### src/rtl/uart_rx_pkg.sv
//------------------------------------------------------------------------------
// Module   : uart_rx_pkg
// Purpose  : Shared encodings for the DZ11 line receiver: character length,
//            parity and stop-bit codes, receiver states and bit-timing loads.
// Ports    : none (package)
// Revision : 1.0 - initial release
//------------------------------------------------------------------------------
`default_nettype none

package uart_rx_pkg;

  localparam logic [1:0] UARTLEN_5    = 2'd0;
  localparam logic [1:0] UARTLEN_6    = 2'd1;
  localparam logic [1:0] UARTLEN_7    = 2'd2;
  localparam logic [1:0] UARTLEN_8    = 2'd3;

  localparam logic [1:0] UARTPAR_NONE = 2'd0;
  localparam logic [1:0] UARTPAR_EVEN = 2'd1;
  localparam logic [1:0] UARTPAR_ODD  = 2'd2;

  localparam logic       UARTSTOP_1   = 1'b0;
  localparam logic       UARTSTOP_2   = 1'b1;

  // Divider loads in brgCLKEN ticks: half a bit to reach mid start bit,
  // then a full bit between successive samples.
  localparam logic [3:0] BRDIV_HALF   = 4'd7;
  localparam logic [3:0] BRDIV_FULL   = 4'd15;

  typedef enum logic [3:0] {
    RX_IDLE   = 4'd0,
    RX_START  = 4'd1,
    RX_BIT0   = 4'd2,
    RX_BIT1   = 4'd3,
    RX_BIT2   = 4'd4,
    RX_BIT3   = 4'd5,
    RX_BIT4   = 4'd6,
    RX_BIT5   = 4'd7,
    RX_BIT6   = 4'd8,
    RX_BIT7   = 4'd9,
    RX_PARITY = 4'd10,
    RX_STOP1  = 4'd11,
    RX_STOP2  = 4'd12,
    RX_DONE   = 4'd13
  } rx_state_e;

  // Index of the last data bit for a given length code (5..8 bits -> 4..7).
  function automatic logic [2:0] last_bit_idx(input logic [1:0] len);
    return {1'b0, len} + 3'd4;
  endfunction

  // Code 3 is a second "none" encoding.
  function automatic logic parity_on(input logic [1:0] par);
    return (par == UARTPAR_EVEN) || (par == UARTPAR_ODD);
  endfunction

endpackage

`default_nettype wire

### src/rtl/uart_sync.sv
//------------------------------------------------------------------------------
// Module   : uart_sync
// Purpose  : SYNC_STAGES-deep flip-flop synchroniser for an asynchronous
//            serial input; presets to 1 (line idle) on reset.
// Ports    : clk, rst (sync, active-high), d (async in), q (synchronised out)
// Params   : SYNC_STAGES (>= 2)
// Revision : 1.0 - initial release
//------------------------------------------------------------------------------
`default_nettype none

module uart_sync #(
  parameter int SYNC_STAGES = 2
) (
  input  logic clk,
  input  logic rst,
  input  logic d,
  output logic q
);

  logic [SYNC_STAGES-1:0] sync_q;
  logic [SYNC_STAGES-1:0] sync_d;

  always_comb begin
    sync_d = {sync_q[SYNC_STAGES-2:0], d};
  end

  // Preset to 1 so a reset never looks like a start bit.
  always_ff @(posedge clk) begin
    if (rst) begin
      sync_q <= '1;
    end else begin
      sync_q <= sync_d;
    end
  end

  assign q = sync_q[SYNC_STAGES-1];

endmodule

`default_nettype wire

### src/rtl/uart_rx.sv
//------------------------------------------------------------------------------
// Module   : uart_rx
// Purpose  : Unbuffered UART receiver (DZ11 receive half). Deserialises one
//            5-8 bit character with optional even/odd parity and 1 or 2 stop
//            bits, sampling mid-bit on a 16x baud clock enable.
// Ports    : clk, rst, clr (sync clear), length[1:0], parity[1:0], stop,
//            brgCLKEN, rxd (async), read -> data[7:0], full, intr, pare,
//            frme, ovre [, brk]
// Params   : SYNC_STAGES - rxd synchroniser depth (>= 2)
// Macro    : UART_RX_BREAK_EN - adds the brk output and break lock-out
// Revision : 1.0 - initial release
//------------------------------------------------------------------------------
`default_nettype none

module uart_rx
  import uart_rx_pkg::*;
#(
  parameter int SYNC_STAGES = 2
) (
  input  logic       clk,
  input  logic       rst,
  input  logic       clr,
  input  logic [1:0] length,
  input  logic [1:0] parity,
  input  logic       stop,
  input  logic       brgCLKEN,
  input  logic       rxd,
  input  logic       read,
  output logic [7:0] data,
  output logic       full,
  output logic       intr,
  output logic       pare,
  output logic       frme,
  output logic       ovre
`ifdef UART_RX_BREAK_EN
  ,
  output logic       brk
`endif
);

  logic sync_rst;
  logic rxs;

  assign sync_rst = rst | clr;

  uart_sync #(.SYNC_STAGES(SYNC_STAGES)) u_sync (
    .clk (clk),
    .rst (sync_rst),
    .d   (rxd),
    .q   (rxs)
  );

  rx_state_e  state_q,   state_d;
  logic [3:0] brdiv_q,   brdiv_d;
  logic [7:0] sr_q,      sr_d;
  logic       par_err_q, par_err_d;
  logic       frm_err_q, frm_err_d;
  logic [7:0] data_q,    data_d;
  logic       full_q,    full_d;
  logic       intr_q,    intr_d;
  logic       pare_q,    pare_d;
  logic       frme_q,    frme_d;
  logic       ovre_q,    ovre_d;
`ifdef UART_RX_BREAK_EN
  logic       par_bit_q, par_bit_d;
  logic       brk_q,     brk_d;
`endif
  logic [2:0] bit_n;

  always_comb begin
    state_d   = state_q;
    brdiv_d   = brdiv_q;
    sr_d      = sr_q;
    par_err_d = par_err_q;
    frm_err_d = frm_err_q;
    data_d    = data_q;
    full_d    = full_q & ~read;
    intr_d    = 1'b0;
    pare_d    = pare_q;
    frme_d    = frme_q;
    ovre_d    = ovre_q;
`ifdef UART_RX_BREAK_EN
    par_bit_d = par_bit_q;
    brk_d     = brk_q;
`endif
    bit_n     = 3'(state_q - RX_BIT0);

    if (state_q == RX_DONE) begin
      // Completion ignores brgCLKEN; a coincident read loses to the new char.
      data_d  = sr_q;
      pare_d  = par_err_q;
      frme_d  = frm_err_q;
      full_d  = 1'b1;
      intr_d  = 1'b1;
      ovre_d  = full_q & ~read;
      state_d = RX_IDLE;
`ifdef UART_RX_BREAK_EN
      if ((sr_q == 8'h00) && !(parity_on(parity) && par_bit_q) && frm_err_q) begin
        brk_d = 1'b1;
      end
`endif
    end else if (brgCLKEN) begin
      if ((state_q != RX_IDLE) && (brdiv_q != 4'd0)) begin
        brdiv_d = brdiv_q - 4'd1;
      end

      case (state_q)
        RX_IDLE: begin
`ifdef UART_RX_BREAK_EN
          // A held break must return high before the receiver re-arms.
          if (rxs) begin
            brk_d = 1'b0;
          end
          if (!rxs && !brk_q) begin
            brdiv_d = BRDIV_HALF;
            state_d = RX_START;
          end
`else
          if (!rxs) begin
            brdiv_d = BRDIV_HALF;
            state_d = RX_START;
          end
`endif
        end

        RX_START: begin
          if (brdiv_q == 4'd0) begin
            if (rxs) begin
              state_d = RX_IDLE;
            end else begin
              brdiv_d   = BRDIV_FULL;
              sr_d      = 8'h00;
              par_err_d = 1'b0;
              state_d   = RX_BIT0;
`ifdef UART_RX_BREAK_EN
              par_bit_d = 1'b0;
`endif
            end
          end
        end

        RX_BIT0, RX_BIT1, RX_BIT2, RX_BIT3,
        RX_BIT4, RX_BIT5, RX_BIT6, RX_BIT7: begin
          if (brdiv_q == 4'd0) begin
            sr_d[bit_n] = rxs;
            brdiv_d     = BRDIV_FULL;
            if (bit_n == last_bit_idx(length)) begin
              state_d = parity_on(parity) ? RX_PARITY : RX_STOP1;
            end else begin
              state_d = rx_state_e'(state_q + 4'd1);
            end
          end
        end

        RX_PARITY: begin
          if (brdiv_q == 4'd0) begin
            // Unused upper bits of sr_q are zero, so the reduction covers
            // exactly the received data bits.
            par_err_d = ((^sr_q) ^ rxs) != (parity == UARTPAR_ODD);
            brdiv_d   = BRDIV_FULL;
            state_d   = RX_STOP1;
`ifdef UART_RX_BREAK_EN
            par_bit_d = rxs;
`endif
          end
        end

        RX_STOP1: begin
          if (brdiv_q == 4'd0) begin
            frm_err_d = ~rxs;
            brdiv_d   = BRDIV_FULL;
            state_d   = (stop == UARTSTOP_2) ? RX_STOP2 : RX_DONE;
          end
        end

        RX_STOP2: begin
          if (brdiv_q == 4'd0) begin
            state_d = RX_DONE;
          end
        end

        default: begin
          state_d = RX_IDLE;
        end
      endcase
    end
  end

  always_ff @(posedge clk) begin
    if (rst || clr) begin
      state_q   <= RX_IDLE;
      brdiv_q   <= 4'd0;
      sr_q      <= 8'h00;
      par_err_q <= 1'b0;
      frm_err_q <= 1'b0;
      data_q    <= 8'h00;
      full_q    <= 1'b0;
      intr_q    <= 1'b0;
      pare_q    <= 1'b0;
      frme_q    <= 1'b0;
      ovre_q    <= 1'b0;
`ifdef UART_RX_BREAK_EN
      par_bit_q <= 1'b0;
      brk_q     <= 1'b0;
`endif
    end else begin
      state_q   <= state_d;
      brdiv_q   <= brdiv_d;
      sr_q      <= sr_d;
      par_err_q <= par_err_d;
      frm_err_q <= frm_err_d;
      data_q    <= data_d;
      full_q    <= full_d;
      intr_q    <= intr_d;
      pare_q    <= pare_d;
      frme_q    <= frme_d;
      ovre_q    <= ovre_d;
`ifdef UART_RX_BREAK_EN
      par_bit_q <= par_bit_d;
      brk_q     <= brk_d;
`endif
    end
  end

  assign data = data_q;
  assign full = full_q;
  assign intr = intr_q;
  assign pare = pare_q;
  assign frme = frme_q;
  assign ovre = ovre_q;
`ifdef UART_RX_BREAK_EN
  assign brk  = brk_q;
`endif

endmodule

`default_nettype wire

### config.mk
export PLATFORM = sky130hd
export DESIGN_NAME = uart_rx
export DESIGN_NICKNAME = d
export VERILOG_FILES = /design/src/rtl/uart_rx_pkg.sv /design/src/rtl/uart_sync.sv /design/src/rtl/uart_rx.sv
export SDC_FILE = /design/constraint.sdc
export NUM_CORES = 1
export LEC_CHECK = 0
export ABC_CLOCK_PERIOD_IN_PS = 5200
export CORE_ASPECT_RATIO = 0.7
export CORE_MARGIN = 10
export CORE_UTILIZATION = 31
export CTS_CLUSTER_SIZE = 20
export DETAILED_ROUTE_END_ITERATION = 10
export GPL_ROUTABILITY_DRIVEN = 1
export PLACE_DENSITY = 0.53
export SYNTH_ARGS = -nofsm -noshare
export SYNTH_HDL_FRONTEND = slang
export SYNTH_SLANG_ARGS = --single-unit
### constraint.sdc
create_clock -name clk -period 5.2 [get_ports clk]
set_clock_uncertainty 0.05 [all_clocks]
set_input_delay 0.78 -clock clk [delete_from_list [all_inputs] [get_ports clk]]
set_output_delay 0.78 -clock clk [all_outputs]
set_load 0.01 [all_outputs]
==> impl_metrics.toml, run 1 <==
[outcome]
run_status = "completed"

[sta]
report.final.slew_viol_count = 0
max_freq_mhz = 377
final.min_clock_period_ns = 2.65
fin_tns_setup_ns = 0
worst-slew-pin-transition_ns = 0.778
setup-violations-final = 0
final_hold_violating_endpoints = 0
hold_slack_ns = 0.356
slew_margin_rel_pct = 48.1
timing.final.ws_setup_ns = 2.55
grt_setup_unrepaired = "no"
post-route-period-util_pct = 51.0

[clock_tree]
post_cts_buffers = 0
number_of_h_tree_branching_levels = 2
clkSlewWorstSetupHoldPaths_ns = 0.07
insertion_delay_ns = 0.28
clock_tree.buffer_depth = 2
tritoncts_num_sinks = 33
cts_repair_resize_count = 0
cts_made_buffers = 5
cts_tree = "done"
clock_tree.root_cell = "sky130_fd_sc_hd__clkbuf_8"
holdBufCountCts = 0

[power]
irDropWorstVdd_v = 0.000112
power_per_cell_area_nw_per_um2 = 221
total_power_uw = 542
leakage_nw = 0.828

[logic_synthesis]
most_common_cell_in_the_netlist = "sky130_fd_sc_hd__nand2_1"
synthArstFlopShare_pct = 0
yosys.cell_types.count = 49
synth.top_cell.area_share_pct = 32.2
synthTopCellsByCount = "sky130_fd_sc_hd__nand2_1, sky130_fd_sc_hd__dfxtp_1, sky130_fd_sc_hd__nor2_1"
mappedNetlistArea_um2 = 2050
synth.area.top_cells = "sky130_fd_sc_hd__dfxtp_1, sky130_fd_sc_hd__nand2_1, sky130_fd_sc_hd__ha_1"
ys_seq_area_share_pct = 32.2
ys_ff_latch = 33
ys_dominant_reg_cell = "sky130_fd_sc_hd__dfxtp_1"
synth-edff-count = 0
synth-warning-count = 0
netlist.top_cell.by_area = "sky130_fd_sc_hd__dfxtp_1"
postSynthNetCount = 265
syn-instance-count = 243
post_synth.cell_area_avg_um2 = 8.44

[grt]
antenna_found_initial = 0
global_route.peak_usage_layer = "met1"
groute.layer.met1.usage_pct = 16.4
grt_pass1_wl_mm = 8.55
grt.overflow.total = 0
grt_start_max_net_pins = 23
grt_pass1_vias = 1608
grt.met3_usage_pct = 3.28
globalRouteMet2Util_pct = 12.4
grt_util_all_layers_pct = 10.4

[hold_path]
holdCritPathClass = "flip-flop to flip-flop"

[floorplanning]
dieArea_um2 = 10300
placement_rows = 24
pin_count = 24
fp.dieH_um = 88.1
fp.dieW_um = 117
coreArea_um2 = 6340
initial_utilization_pct = 32.4

[worst_setup_path]
critPathMaxStageDelay_ns = 0.57
critical_path.cell_chain = "inv_1 > ha_1 > nand3_2 > and2_1 > o2111ai_1 > a21oi_1 > a22o_1"
path_class = "flip-flop to flip-flop"
worst_path_max_delay_cell = "sky130_fd_sc_hd__dfxtp_1"
critical_path_peak_fanout = 17
timing.critical_path.arrival_ns = 2.83
critical_path_required_ns = 5.38
start_kind = "flip-flop"
critPathCaptureType = "flip-flop"

[routing]
post-route-drc-count = 0
drt-pass1-iter-count = 4
via_count_of_the_routed_design = 1729
post_route_antenna_net_violation_count = 0
viasPerCell = 4.91
route.detailed.wl_per_inst_um = 14.3
drt-initial-drc-count = 80
finalWirelength_mm = 5.03

[place]
global_placer_s_final_weighted_congestion = 0.842
dp_hpwl_mm = 3.71
post-place-ws_ns = 2.48
portBuffers = 23

[final_layout]
antenna_cells_inserted = 0
area_growth_syn_to_layout_pct = 19.3
finish.net_count = 282
post_route_cells_drive_above_1_share_pct = 10.7

[job]
maxCapViolations = 0
[cell usage in the layout (no fill, tap or decap), drive strengths merged, types with 3 or more instances in the layout]
| cell | n |
|---|---|
| inv | 11 |
| clkdlybuf4s50 | 23 |
| dfxtp | 33 |
| xnor2 | 8 |
| or3 | 3 |
| clkbuf | 7 |
| a21oi | 18 |
| ha | 11 |
| a211oi | 3 |
| nand2 | 38 |
| nor4 | 11 |
| o21ai | 13 |
| nor3 | 7 |
| mux2i | 9 |
| nand3 | 5 |
| or2 | 3 |
| a22o | 6 |
| nor2 | 20 |
[critical path: cells and delay by family (launching register included)]
kind | cells | cell delay [ns]
and+or+nand+nor | 2 | 0.66
DFF | 1 | 0.57
adders and majority gates | 1 | 0.36
buffers and inverters | 1 | 0.21
AOI/OAI and AO/OA | 3 | 0.74
[layer usage]
layer  up-vias  part of all wire (%)
li1        891                     -
met2        29                    36
met5         -                     0
met1       807                    58
met4         0                  0.42
met3         2                   5.9
[report_power, final]
part	internal (mW)	switching (mW)	leakage, nW	total, mW
clock	0.156	0.0959	0.0585	0.252
sequential	0.254	0.00144	0.266	0.255
combinational	0.0159	0.0190	0.504	0.0349
[cell type report]
type | count | area (um2)
inverter | 11 | 41.3
multi-input combinational | 186 | 1290
clock inverter | 1 | 30.0
tap | 91 | 114
fill | 681 | 3890
clock buffer | 7 | 86.3
sequential | 33 | 661
timing repair buffer | 23 | 230
[through the flow]
| step | instances | cell area (um2) | util [%] |
|---|---|---|---|
| global placement | 344 | 2330 | 36.8 |
| global route | 352 | 2450 | 38.6 |
| CTS | 352 | 2450 | 38.6 |
| detailed placement | 344 | 2330 | 36.8 |
| finish | 352 | 2450 | 38.6 |
| floorplan | 243 | 2050 | - |
[state kept, by name, summed over array words and instances, names as in the netlist, 2 cells and up]
register	flops
data	8
sr_q	8
brdiv_q	4
state_q	4
u_sync.sync_q	2
[worst paths after layout]
kind / startpoint / to / slack (ns) / cells after the start
max: state_q[1] / state_q[1] / 2.55 / 7
min: u_sync.sync_q[0] / u_sync.sync_q[1] / 0.36 / 1
max reg2reg: state_q[1] / state_q[1] / 2.55 / 7
min reg2reg: u_sync.sync_q[0] / u_sync.sync_q[1] / 0.36 / 1
[logic make-up (layout without fill, tap and decap cells)]
logic type                 count (synthesis)  after routing  share of synthesized area, %
muxes                                      9              9                          4.39
adders and majority gates                 11             11                          6.71
AOI/OAI and AO/OA                         56             56                          18.7
and+or+nand+nor                           99             99                          27.6
xor gates and xnor gates                  11             11                          5.37
DFF                                       33             33                          32.2
buffers and inverters                     24             42                          5.12
(Power assumes the default switching activity.)
==> run 2: changes to the inputs <==
Settings changed: ABC_CLOCK_PERIOD_IN_PS 5200 to 2300, PLACE_DENSITY 0.53 to 0.55.
Clock period 5.2 ns to 2.3 ns, I/O delays scaled along.
==> impl_metrics.toml, run 2 (synthesis gave the netlist of run 1 again) <==
[outcome]
run_status = "completed"

[routing]
highest_routed_metal_layer = "met4"
finalWirelength_mm = 5.21
route.detailed.wl_per_inst_um = 14.1
drt-pass1-iter-count = 4
drt-initial-drc-count = 116
post_route_antenna_net_violation_count = 0
m1WireLength_mm = 3.03
via_count_of_the_routed_design = 1815
post-route-drc-count = 0
dr_wl_met3_um = 297
viasPerCell = 4.89
dr_wl_met2_mm = 1.87

[final_layout]
antenna_cells_inserted = 0
final_cell_mix = "sky130_fd_sc_hd__nand2_1, sky130_fd_sc_hd__dfxtp_1, sky130_fd_sc_hd__clkdlybuf4s50_1"
commonest_non_fill_non_tap_cell_in_the_layout = "sky130_fd_sc_hd__nand2_1"
finish.net_count = 301
area_growth_syn_to_layout_pct = 27.5
post_route_cells_drive_above_1_share_pct = 17.1
sequential_cell_area_um2 = 661
multi_input_area_um2 = 1300
final.fill_count = 653

[place]
portBuffers = 23
global_placer_s_final_weighted_congestion = 0.864
dp_hpwl_mm = 3.94

[clock_tree]
post_cts_buffers = 0
number_of_h_tree_branching_levels = 2
cts_made_buffers = 5
tritoncts_num_sinks = 33
clock_tree.root_cell = "sky130_fd_sc_hd__clkbuf_8"
insertion_delay_ns = 0.28
holdBufCountCts = 0
clkSlewWorstSetupHoldPaths_ns = 0.08
cts_tree = "done"
clock_tree.buffer_depth = 2

[power]
power_per_cell_area_nw_per_um2 = 472
leakage_nw = 0.923
share_clk_of_total_power_pct = 46.4
power.share.sequential_pct = 46.7
power_switching_share_pct = 21.7
total_power_mw = 1.23
power_frac_comb_pct = 7.0
internal-power_uw = 967
total_switching_power_uw = 267
irDropWorstVdd_v = 0.000345

[worst_setup_path]
critical_path_peak_fanout = 12
path_class = "flip-flop to flip-flop"
critical_path.startpoint = "brdiv_q[1]"
worstRegToRegCells = 7
critPathCaptureType = "flip-flop"
timing.rr.end = "sr_q[0]"
r2r-start = "brdiv_q[1]"
timing.reg2reg.setup_slack_ns = 0.20
timing.critical_path.arrival_ns = 2.23
setup.worst_path.end = "sr_q[0]"
critical_path_required_ns = 2.43
start_kind = "flip-flop"

[hold_path]
holdCritPathClass = "flip-flop to flip-flop"

[sta]
worst-slew-pin-transition_ns = 0.485
fin_tns_setup_ns = 0
post-route-period-util_pct = 91.5
grt_setup_unrepaired = "no"
slew_margin_rel_pct = 67.7
max_freq_mhz = 475
final.min_clock_period_ns = 2.10
setup-violations-final = 0
report.final.slew_viol_count = 0
final_hold_violating_endpoints = 0

[floorplanning]
pin_count = 24
placement_rows = 24
dieArea_um2 = 10300
initial_utilization_pct = 32.4
fp.dieH_um = 88.1
fp.dieW_um = 117
coreArea_um2 = 6340

[grt]
grt_pass1_wl_mm = 8.75
antenna_found_initial = 0
grt_pass1_vias = 1724
grt_start_max_net_pins = 23
grt.overflow.total = 0
grt_util_all_layers_pct = 10.5

[job]
maxCapViolations = 0
==> run 2: worst max-delay path, cell delays in order (launching register included) <==
cell	delay (ns)
sky130_fd_sc_hd__dfxtp_1	0.33
sky130_fd_sc_hd__inv_1	0.07
sky130_fd_sc_hd__ha_1	0.20
sky130_fd_sc_hd__nor3b_4	0.39
sky130_fd_sc_hd__nand3_4	0.27
sky130_fd_sc_hd__nor4_2	0.40
sky130_fd_sc_hd__mux2i_1	0.22
sky130_fd_sc_hd__nor2_1	0.06
==> run 2: repair_timing <==
item | 4_1_cts | 5_1_grt
hold endpoints to repair | 0 | 0
endpoints found under the setup margin | 0 | 2
resized for setup | 0 | 2
==> run 2: worst min path at each step <==
stage                     slack, ns             start  cells after the start          endpoint
after floorplan                0.33  u_sync.sync_q[0]                      1  u_sync.sync_q[1]
after global placement         0.34  u_sync.sync_q[0]                      1  u_sync.sync_q[1]
after detailed placement       0.35  u_sync.sync_q[0]                      1  u_sync.sync_q[1]
after CTS                      0.37  u_sync.sync_q[0]                      1  u_sync.sync_q[1]
after global routing           0.41  u_sync.sync_q[0]                      1  u_sync.sync_q[1]
final                          0.37  u_sync.sync_q[0]                      1  u_sync.sync_q[1]
==> run 2: area by class of cell <==
type / count / area share (%)
timing repair buffer: 42 / 14.7
clock inverter: 1 / 1.15
clock buffer: 7 / 3.30
tap: 91 / 4.35
sequential: 33 / 25.3
multi-input combinational: 186 / 49.6
inverter: 11 / 1.58
==> run 2: layer usage <==
metal  GRT usage (%)  vias up
li1                -      933
met1            16.6      852
met2            13.1       28
met3            3.01        2
met4            2.01        0
met5               0        -
==> run 2: metrics by stage <==
step	utilization, %	worst slack [ns]	instance area (um2)	cells	hold slack [ns]
after floorplan	-	0.115	2050	243	0.334
after detailed placement	39.3	0.00899	2490	363	0.350
final	41.3	0.196	2620	371	0.368
after CTS	41.1	0.184	2600	371	0.369
after global routing	41.3	0.0376	2620	371	0.410
after global placement	39.3	0.0689	2490	363	0.342
==> run 2: power groups by stage <==
stage | Sequential (mW) | Combinational, mW | Clock [mW]
2_1_floorplan | 0.588 | 0.0518 | 0
3_3_place_gp | 0.589 | 0.0844 | 0
3_5_place_dp | 0.589 | 0.0843 | 0
4_1_cts | 0.576 | 0.0853 | 0.591
5_1_grt | 0.576 | 0.0939 | 0.620
6_report | 0.576 | 0.0863 | 0.572
==> run 3: changes to the inputs <==
Settings changed: RECOVER_POWER set to 100.
==> impl_metrics.toml, run 3 (synthesis gave the netlist of run 1 again) <==
[clock_tree]
tritoncts_num_sinks = 33
clock_tree.root_cell = "sky130_fd_sc_hd__clkbuf_8"
cts_made_buffers = 5
number_of_h_tree_branching_levels = 2
clock_tree.buffer_depth = 2
post_cts_buffers = 0
cts_tree = "done"
clkSlewWorstSetupHoldPaths_ns = 0.07
insertion_delay_ns = 0.28

[grt]
grt_pass1_wl_mm = 8.75
grt.met3_usage_pct = 3.01
antenna_found_initial = 0
grt_start_max_net_pins = 23
groute.layer.met1.usage_pct = 16.6
grt_util_all_layers_pct = 10.5
grt.overflow.total = 0
global_route.peak_usage_layer = "met1"
globalRouteMet2Util_pct = 13.1
grt_pass1_vias = 1724

[worst_setup_path]
critical_path.cell_chain = "inv_1 > ha_1 > clkbuf_1 > nand3_1 > nand3_4 > nor4_1 > mux2i_1 > nor2_1"
timing.reg2reg.setup_slack_ns = 0.13
worstRegToRegCells = 8
critical_path_peak_fanout = 12
critical_path.startpoint = "state_q[1]"
path_class = "flip-flop to flip-flop"
r2r-start = "state_q[1]"
start_kind = "flip-flop"
critical_path_required_ns = 2.43
worst_path_max_delay_cell = "sky130_fd_sc_hd__nor4_1"
setup.worst_path.end = "sr_q[0]"
critPathCaptureType = "flip-flop"
critPathMaxStageDelay_ns = 0.45
timing.critical_path.arrival_ns = 2.29
timing.rr.end = "sr_q[0]"

[final_layout]
commonest_non_fill_non_tap_cell_in_the_layout = "sky130_fd_sc_hd__nand2_1"
post_route_cells_drive_above_1_share_pct = 15.0
final_area_um2 = 2580
antenna_cells_inserted = 0
final_cell_mix = "sky130_fd_sc_hd__nand2_1, sky130_fd_sc_hd__dfxtp_1, sky130_fd_sc_hd__nor2_1"
fin_util_pct = 40.8
area_growth_syn_to_layout_pct = 26.0
finish.net_count = 301

[sta]
post-route-period-util_pct = 94.2
final.min_clock_period_ns = 2.17
report.final.slew_viol_count = 0
slew_margin_rel_pct = 59.6
worst-slew-pin-transition_ns = 0.607
setup-violations-final = 0
max_freq_mhz = 461
final_hold_violating_endpoints = 0
grt_setup_unrepaired = "no"
hold_slack_ns = 0.364
fin_tns_setup_ns = 0

[routing]
post_route_antenna_net_violation_count = 0
post-route-drc-count = 0
viasPerCell = 4.94
drt-initial-drc-count = 94
via_count_of_the_routed_design = 1832
finalWirelength_mm = 5.20
route.detailed.wl_per_inst_um = 14.0
drt-pass1-iter-count = 4

[power]
total_power_mw = 1.23
leakage_nw = 0.963
power_per_cell_area_nw_per_um2 = 477
irDropWorstVdd_v = 0.000344

[job]
maxCapViolations = 0

[place]
portBuffers = 23
global_placer_s_final_weighted_congestion = 0.864
dpl-instance-area_um2 = 2490
dp_hpwl_mm = 3.94

[floorplanning]
fp.dieH_um = 88.1
placement_rows = 24
pin_count = 24
dieArea_um2 = 10300
fp.dieW_um = 117
initial_utilization_pct = 32.4
coreArea_um2 = 6340

[hold_path]
holdCritPathClass = "flip-flop to flip-flop"
worstHoldStart = "u_sync.sync_q[0]"

[outcome]
run_status = "completed"
## run 3: worst min-delay path by stage
stage | to | slack, ns | cells past startpoint
final | u_sync.sync_q[1] | 0.36 | 1
after global routing | u_sync.sync_q[1] | 0.41 | 1
after CTS | u_sync.sync_q[1] | 0.37 | 1
after detailed placement | u_sync.sync_q[1] | 0.35 | 1
after global placement | u_sync.sync_q[1] | 0.34 | 1
after floorplan | u_sync.sync_q[1] | 0.33 | 1
## run 3: per-layer routing
metal | routed length (um) | share of wire (%) | vias to the layer above
li1 | - | - | 934
met5 | 0 | 0 | -
met2 | 1890 | 36 | 37
met4 | 17 | 0.33 | 0
met3 | 293 | 5.6 | 2
met1 | 3010 | 58 | 859
## run 3: critical path, delay by kind of cell, from the launching register on
kind,cells,cell delay (ns)
fa+ha+maj,1,0.25
buf+inv,2,0.27
flops,1,0.33
mux,1,0.23
simple gates,4,0.95
## run 3: area by class of cell
cell class,instances,area [um2]
multi-input cells,186,1270
clock inverters,1,30.0
repair buffers,42,378
flip-flops and latches,33,661
inverters,11,41.3
fillers,658,3750
clock buffers,7,86.3
well taps,91,114
## run 3: power breakdown
group          internal (mW)  switching (mW)  total (mW)
Clock                  0.353           0.218       0.571
Combinational         0.0396          0.0449      0.0845
Sequential             0.573         0.00263       0.576
## run 3: timing repair
action	4_1_cts	5_1_grt
resized for setup	0	2
hold buffers	0	0
endpoints found under the setup margin	0	2
endpoints found under the hold margin	0	0
## run 3: metrics by stage
step	std cells	setup WS (ns)
after CTS	371	0.184
after global routing	371	0.0200
after global placement	363	0.0689
after floorplan	243	0.115
final	371	0.133
after detailed placement	363	0.00899
